$ cat config.mk
export PLATFORM = sky130hd
export DESIGN_NAME = multi_zone_irrigation_fsm
export DESIGN_NICKNAME = d
export VERILOG_FILES = /design/src/rtl/multi_zone_irrigation_fsm.sv
export SDC_FILE = /design/constraint.sdc
export NUM_CORES = 1
export LEC_CHECK = 0
export ABC_CLOCK_PERIOD_IN_PS = 3000
export CORE_MARGIN = 5
export CORE_UTILIZATION = 30
export CTS_CLUSTER_SIZE = 28
export DETAILED_ROUTE_END_ITERATION = 12
export PLACE_DENSITY = 0.45
export SYNTH_ARGS = -nofsm -noshare
export SYNTH_HDL_FRONTEND = slang
export SYNTH_SLANG_ARGS = --single-unit
$ cat constraint.sdc
create_clock -name clock -period 3 [get_ports clock]
set_input_delay 0.6 -clock clock [delete_from_list [all_inputs] [get_ports clock]]
set_output_delay 0.6 -clock clock [all_outputs]
set_load 0.01 [all_outputs]
$ cat src/rtl/multi_zone_irrigation_fsm.sv
// ---------------------------------------------------------------------------
// multi_zone_irrigation_fsm
//
// Tank and valve controller for ZONES irrigation zones that share one tank.
// Zone watering requests are served round-robin, and each grant is held for
// at least MIN_WATER ticks and at most MAX_WATER ticks. Refilling the tank
// takes priority over watering. A refill that does not reach tank_full within
// MAX_FILL ticks latches a fault. The same fault is latched when both level
// sensors report at once. The fault stays until fault_clear is pulsed.
//
// Ports
//   clock          in   1      system clock, rising edge
//   reset          in   1      asynchronous, active-high
//   tick_i         in   1      one-cycle timebase strobe; only timers use it
//   zone_req_i     in   ZONES  bit i set = zone i is dry and requests water
//   tank_low_i     in   1      tank is below the watering threshold
//   tank_full_i    in   1      tank is at full level
//   fault_clear_i  in   1      one-cycle pulse that leaves FAULT
//   valve_o        out  ZONES  valve drive, one-hot or zero
//   filling_o      out  1      fill pump drive
//   active_zone_o  out  ZW     index of the granted zone, 0 unless watering
//   fault_o        out  1      latched fill-timeout or sensor-conflict fault
// ---------------------------------------------------------------------------
module multi_zone_irrigation_fsm #(
   parameter int ZONES     = 4,
   parameter int TIMER_W   = 16,
   parameter int MIN_WATER = 10,
   parameter int MAX_WATER = 600,
   parameter int MAX_FILL  = 1200,
   localparam int ZW       = (ZONES > 1) ? $clog2(ZONES) : 1
) (
   input  logic             clock,
   input  logic             reset,
   input  logic             tick_i,
   input  logic [ZONES-1:0] zone_req_i,
   input  logic             tank_low_i,
   input  logic             tank_full_i,
   input  logic             fault_clear_i,
   output logic [ZONES-1:0] valve_o,
   output logic             filling_o,
   output logic [ZW-1:0]    active_zone_o,
   output logic             fault_o
);

   typedef enum logic [1:0] {
      ST_IDLE     = 2'd0,
      ST_WATERING = 2'd1,
      ST_FILLING  = 2'd2,
      ST_FAULT    = 2'd3
   } state_t;

   state_t             state_q, state_d;
   logic [ZW-1:0]      zone_q, zone_d;
   logic [ZW-1:0]      rr_ptr_q, rr_ptr_d;
   logic [TIMER_W-1:0] timer_q, timer_d;
   logic [ZONES-1:0]   valve_q, valve_d;
   logic               filling_q, filling_d;
   logic [ZW-1:0]      active_zone_q, active_zone_d;
   logic               fault_q, fault_d;

   logic               any_req_s;
   logic               end_grant_s;
   logic               regrant_s;
   logic               restart_s;
   logic [ZW-1:0]      next_ptr_s;

   // This is the first requesting zone at or above ptr. The search wraps past
   // ZONES-1 to zone 0.
   function automatic logic [ZW-1:0] rr_pick(input logic [ZONES-1:0] req,
                                             input logic [ZW-1:0]    ptr);
      logic [ZW-1:0] pick;
      logic          found;
      int            idx;
      pick  = ptr;
      found = 1'b0;
      for (int k = 0; k < ZONES; k++) begin
         idx = (int'(ptr) + k) % ZONES;
         if (!found && req[idx]) begin
            pick  = ZW'(idx);
            found = 1'b1;
         end
      end
      return pick;
   endfunction

   // This is (z + 1) mod ZONES. ZONES does not need to be a power of two.
   function automatic logic [ZW-1:0] zone_inc(input logic [ZW-1:0] z);
      if (z == ZW'(ZONES - 1)) begin
         return {ZW{1'b0}};
      end else begin
         return z + ZW'(1);
      end
   endfunction

   assign any_req_s   = |zone_req_i;
   assign next_ptr_s  = zone_inc(zone_q);
   // A grant ends when the zone has finished after its minimum time, or when
   // the maximum time has run out even though the zone still requests water.
   assign end_grant_s = (!zone_req_i[zone_q] && (timer_q >= TIMER_W'(MIN_WATER))) ||
                        (timer_q >= TIMER_W'(MAX_WATER));

   // This computes the next state and the next zone, and advances the
   // round-robin pointer.
   always_comb begin
      state_d   = state_q;
      zone_d    = zone_q;
      rr_ptr_d  = rr_ptr_q;
      regrant_s = 1'b0;
      if ((state_q != ST_FAULT) && tank_low_i && tank_full_i) begin
         // Both level sensors are active at once. The tank level cannot be
         // trusted, so the controller goes to FAULT.
         state_d = ST_FAULT;
      end else begin
         case (state_q)
            ST_IDLE: begin
               if (tank_low_i) begin
                  state_d = ST_FILLING;
               end else if (any_req_s) begin
                  state_d  = ST_WATERING;
                  zone_d   = rr_pick(zone_req_i, rr_ptr_q);
                  // The pointer follows the zone that holds the grant. A
                  // zone preempted by a refill is therefore searched first
                  // when watering resumes.
                  rr_ptr_d = zone_d;
               end else begin
                  state_d = ST_IDLE;
               end
            end
            ST_WATERING: begin
               if (tank_low_i) begin
                  state_d = ST_FILLING;
               end else if (end_grant_s) begin
                  rr_ptr_d = next_ptr_s;
                  if (any_req_s) begin
                     // The search starts just above the zone that is
                     // yielding. That zone is reached last, so it is only
                     // served again when it is the sole requester.
                     zone_d    = rr_pick(zone_req_i, next_ptr_s);
                     rr_ptr_d  = zone_d;
                     regrant_s = 1'b1;
                  end else begin
                     state_d = ST_IDLE;
                  end
               end else begin
                  state_d = ST_WATERING;
               end
            end
            ST_FILLING: begin
               if (tank_full_i) begin
                  state_d = ST_IDLE;
               end else if (timer_q >= TIMER_W'(MAX_FILL)) begin
                  state_d = ST_FAULT;
               end else begin
                  state_d = ST_FILLING;
               end
            end
            ST_FAULT: begin
               if (fault_clear_i) begin
                  state_d = ST_IDLE;
               end else begin
                  state_d = ST_FAULT;
               end
            end
            default: begin
               state_d = ST_IDLE;
            end
         endcase
      end
   end

   // The timer restarts on every new grant, state change or zone change. It
   // counts ticks and saturates at all-ones.
   always_comb begin
      restart_s = (state_d != state_q) || (zone_d != zone_q) || regrant_s;
      if (restart_s) begin
         timer_d = {TIMER_W{1'b0}};
      end else if (tick_i && (timer_q != {TIMER_W{1'b1}})) begin
         timer_d = timer_q + TIMER_W'(1);
      end else begin
         timer_d = timer_q;
      end
   end

   // The output drives are decoded from the next state so that they change
   // on the same edge as the state register.
   always_comb begin
      valve_d       = {ZONES{1'b0}};
      active_zone_d = {ZW{1'b0}};
      filling_d     = 1'b0;
      fault_d       = 1'b0;
      case (state_d)
         ST_WATERING: begin
            valve_d       = ZONES'(1) << zone_d;
            active_zone_d = zone_d;
         end
         ST_FILLING: begin
            filling_d = 1'b1;
         end
         ST_FAULT: begin
            fault_d = 1'b1;
         end
         default: begin
            valve_d = {ZONES{1'b0}};
         end
      endcase
   end

   // This is the state, timer and pointer register. Reset is asynchronous.
   always_ff @(posedge clock or posedge reset) begin
      if (reset) begin
         state_q  <= ST_IDLE;
         zone_q   <= {ZW{1'b0}};
         rr_ptr_q <= {ZW{1'b0}};
         timer_q  <= {TIMER_W{1'b0}};
      end else begin
         state_q  <= state_d;
         zone_q   <= zone_d;
         rr_ptr_q <= rr_ptr_d;
         timer_q  <= timer_d;
      end
   end

   // This registers the drives. Reset turns off every drive at once.
   always_ff @(posedge clock or posedge reset) begin
      if (reset) begin
         valve_q       <= {ZONES{1'b0}};
         filling_q     <= 1'b0;
         active_zone_q <= {ZW{1'b0}};
         fault_q       <= 1'b0;
      end else begin
         valve_q       <= valve_d;
         filling_q     <= filling_d;
         active_zone_q <= active_zone_d;
         fault_q       <= fault_d;
      end
   end

   assign valve_o       = valve_q;
   assign filling_o     = filling_q;
   assign active_zone_o = active_zone_q;
   assign fault_o       = fault_q;

endmodule

==> summary.md <==
| Metric | Value |
|---|---|
| CTS tree | `done` |
| Netlist cell types | `57` |
| Routed WL | `approximately 4.7 mm` |
| Async SR Flop Fraction | `100%` |
| Final hold vios | `0` |
| Total global routing overflow | `0` |
| Clock root cell | `clkbuf_8` |
| Worst R2R Path Depth | `9` |
| Finished Layout Cells | `331` |
| Router iterations before antenna repair | `4` |
| Vias in the first global route | `1679` |
| CP Class | `in2reg` |
| Largest net degree at the start of global routing | `31` |
| Horiz. Die Dim | `92.5 µm` |
| Origin of the critical flop-to-flop path | `timer_q[0]` |
| Initial antenna violation count | `0` |
| RSZ-0062 raised after global routing | `no` |
| Worst setup SP type | `input pin` |
| Fillers | `681` |
| Global-route usage over all layers | `12.1%` |
| Synth Area per Inst | `between 8 and 9 µm²` |
| Hold Buf Count CTS | `0` |
| Vias per inst | `5.12` |
| Full die area | `8550 µm²` |
| Final Cycle Share | `~86%` |
| R2r setup slk | `about 0.64 ns` |
| Clock sink count | `30` |
| Setup Buffers After CTS | `0` |
| Synthesized area | `2040 µm²` |
| Area growth syn-to-layout | `18.6%` |
| Most common cell after layout, fill and taps aside | `dfrtp_1` |
| Fmax | `~390 MHz` |
| Yosys reg bits | `30` |
| Setup Viol. Count Final | `0` |
| Pwr dens | `680 nW/µm²` |
| Clk pin slew, worst setup/hold paths | `0.07 ns` |
| Placed insts | `323` |
| Buffers on Ports | `17` |
| Num CTS Buffers | `5` |
| Worst-path fanout max | `6` |
| Layout cells sized above 1 | `14.3%` |
| Crit path arrival time | `2.78 ns` |
| Max clock buf depth | `2` |
| Worst hold stages | `3` |
| Outcome | `finished clean` |
| GPL Wtd Cong | `0.837` |
| Pleak | `slightly above 1 nW` |
| Resized Gates After CTS | `0` |
| Endpoint of the worst register-to-register path | `valve_o[3]` |
| EDFF count, synth | `0` |
| Relative slew slack | `45.5%` |
| Rows | `30` |
| Vias | `1695` |
| I/O pins | `18` |
| Post-DRT Antenna Nets | `0` |
| Slew Viols, Final | `0` |
| Iteration-0 DRC count of the detailed router | `76` |
| WL/cell | `14.3 µm` |
| Prevailing post-synth register cell | `dfrtp_1` |
| Post-synthesis instance total | `228` |
| Setup TNS Final | `0 ns` |
| Max-cap violation count | `0` |
| H-Tree Depth | `2` |
| Max rail drop VDD | `0.260 mV` |
| Commonest non-fill, non-tap cells in the layout | `dfrtp_1, nor2_1, nand2_1` |
| Yosys warning total | `0` |
| Worst-skew pair later-pin latency | `between 0.2 and 0.3 ns` |
| DRC Markers | `0` |
| Seq/Total Area, Yosys | `36.8%` |
| Post-Syn Nets | `241` |
| Die H | `92.5 µm` |
| Clock Skews | `approximately 0.0046 ns` |
| First-pass GRT wire length | `8.29 mm` |
| Nets | `263` |
| Fin crit period | `2.57 ns` |
| Hold path start | `timer_q[11]` |
| Worst Hold Path EP | `timer_q[11]` |
| Core Area | `6720 µm²` |
| Worst-Margin Slew | `slightly above 0.8 ns` |
| Initial Utilization | `a little under a third` |
| ANT cells | `0` |
| Critical Path RT | `3.20 ns` |
| DP HPWL | `3.37 mm` |
| CP Capture Type | `flop` |
| Hold Crit Class | `reg2reg` |
-- layer usage --
layer  part of all wire [%]  track usage (%)
met2                     42             17.6
met3                    4.2             3.25
met1                     52             17.0
met5                      0                0
met4                    1.9             4.58
-- cell usage after synthesis, types with 4 or more instances --
master,instances,share of area [%]
nand3_1,7,1.7
nor2b_1,4,1.2
a21oi_1,4,0.98
mux2i_1,4,2.0
xnor2_1,7,3.0
nor4_1,4,1.2
dfrtp_1,30,37
inv_1,9,1.7
nand2_1,27,5.0
o21a_1,4,1.5
xor2_1,8,3.4
nor2_1,28,5.2
o21ai_0,7,1.7
o22ai_1,4,1.2
nor3b_1,5,1.8
nor3_1,9,2.2
nor2_2,6,1.8
clkbuf_1,4,0.74
-- area by class of cell --
cell class	instances	area (µm²)	area share [%]
multi-input combinational	177	1180	48.9
clock inverter	2	12.5	0.517
inverter	9	33.8	1.40
clock buffer	6	82.6	3.41
tap	80	100	4.13
sequential	30	751	31.0
timing repair buffer	27	258	10.6
-- registers in the layout, indices dropped and copies added (netlist names) --
name,cells
timer_q,16
valve_o,4
active_zone_o,2
rr_ptr_q,2
state_q,2
zone_q,2
fault_o,1
filling_o,1
-- worst max-delay path: stages --
cell and delay, ns:
clkdlybuf4s50_1 0.48, mux4_2 0.52, a31oi_4 0.20, or2_2 0.17, a31oi_1 0.07, o21ai_0 0.50
nor3b_1 0.24
-- where the power goes --
part,internal (mW),total (mW),switching (mW)
combinational,0.340,0.721,0.381
sequential,0.479,0.580,0.101
clock,0.184,0.344,0.160
total,1.00,1.65,0.643
-- metrics by stage --
step	setup WS [ns]	hold WS, ns	cell area (µm²)	power [mW]	utilization (%)
floorplan	0.599	0.542	2040	1.08	-
global placement	0.151	0.597	2330	1.32	34.6
detailed placement	0.0727	0.589	2330	1.32	34.6
CTS	0.409	0.607	2420	1.68	36.0
global route	0.181	0.633	2420	1.78	36.0
finish	0.426	0.602	2420	1.65	36.0
-- how the worst max path moves through the flow --
| stage | from | to | slack (ns) | cells after the start |
|---|---|---|---|---|
| 5_1_grt | zone_req_i[1] | valve_o[0] | 0.18 | 7 |
| 6_report | zone_req_i[0] | valve_o[0] | 0.43 | 7 |
| 4_1_cts | zone_req_i[0] | valve_o[0] | 0.41 | 7 |
| 2_1_floorplan | zone_req_i[2] | timer_q[10] | 0.60 | 8 |
| 3_5_place_dp | zone_req_i[0] | valve_o[0] | 0.07 | 7 |
| 3_3_place_gp | zone_req_i[0] | valve_o[0] | 0.15 | 7 |
-- cells by family after synthesis --
family                   synth area share, %
AND/OR/NAND/NOR                         26.4
AO/OA/AOI/OAI                           19.1
flip-flops                              36.8
buffers and inverters                   5.21
XOR/XNOR                                6.44
multiplexers                            4.17
adder cells (fa/ha/maj)                 1.84
(Power assumes the default switching activity.)
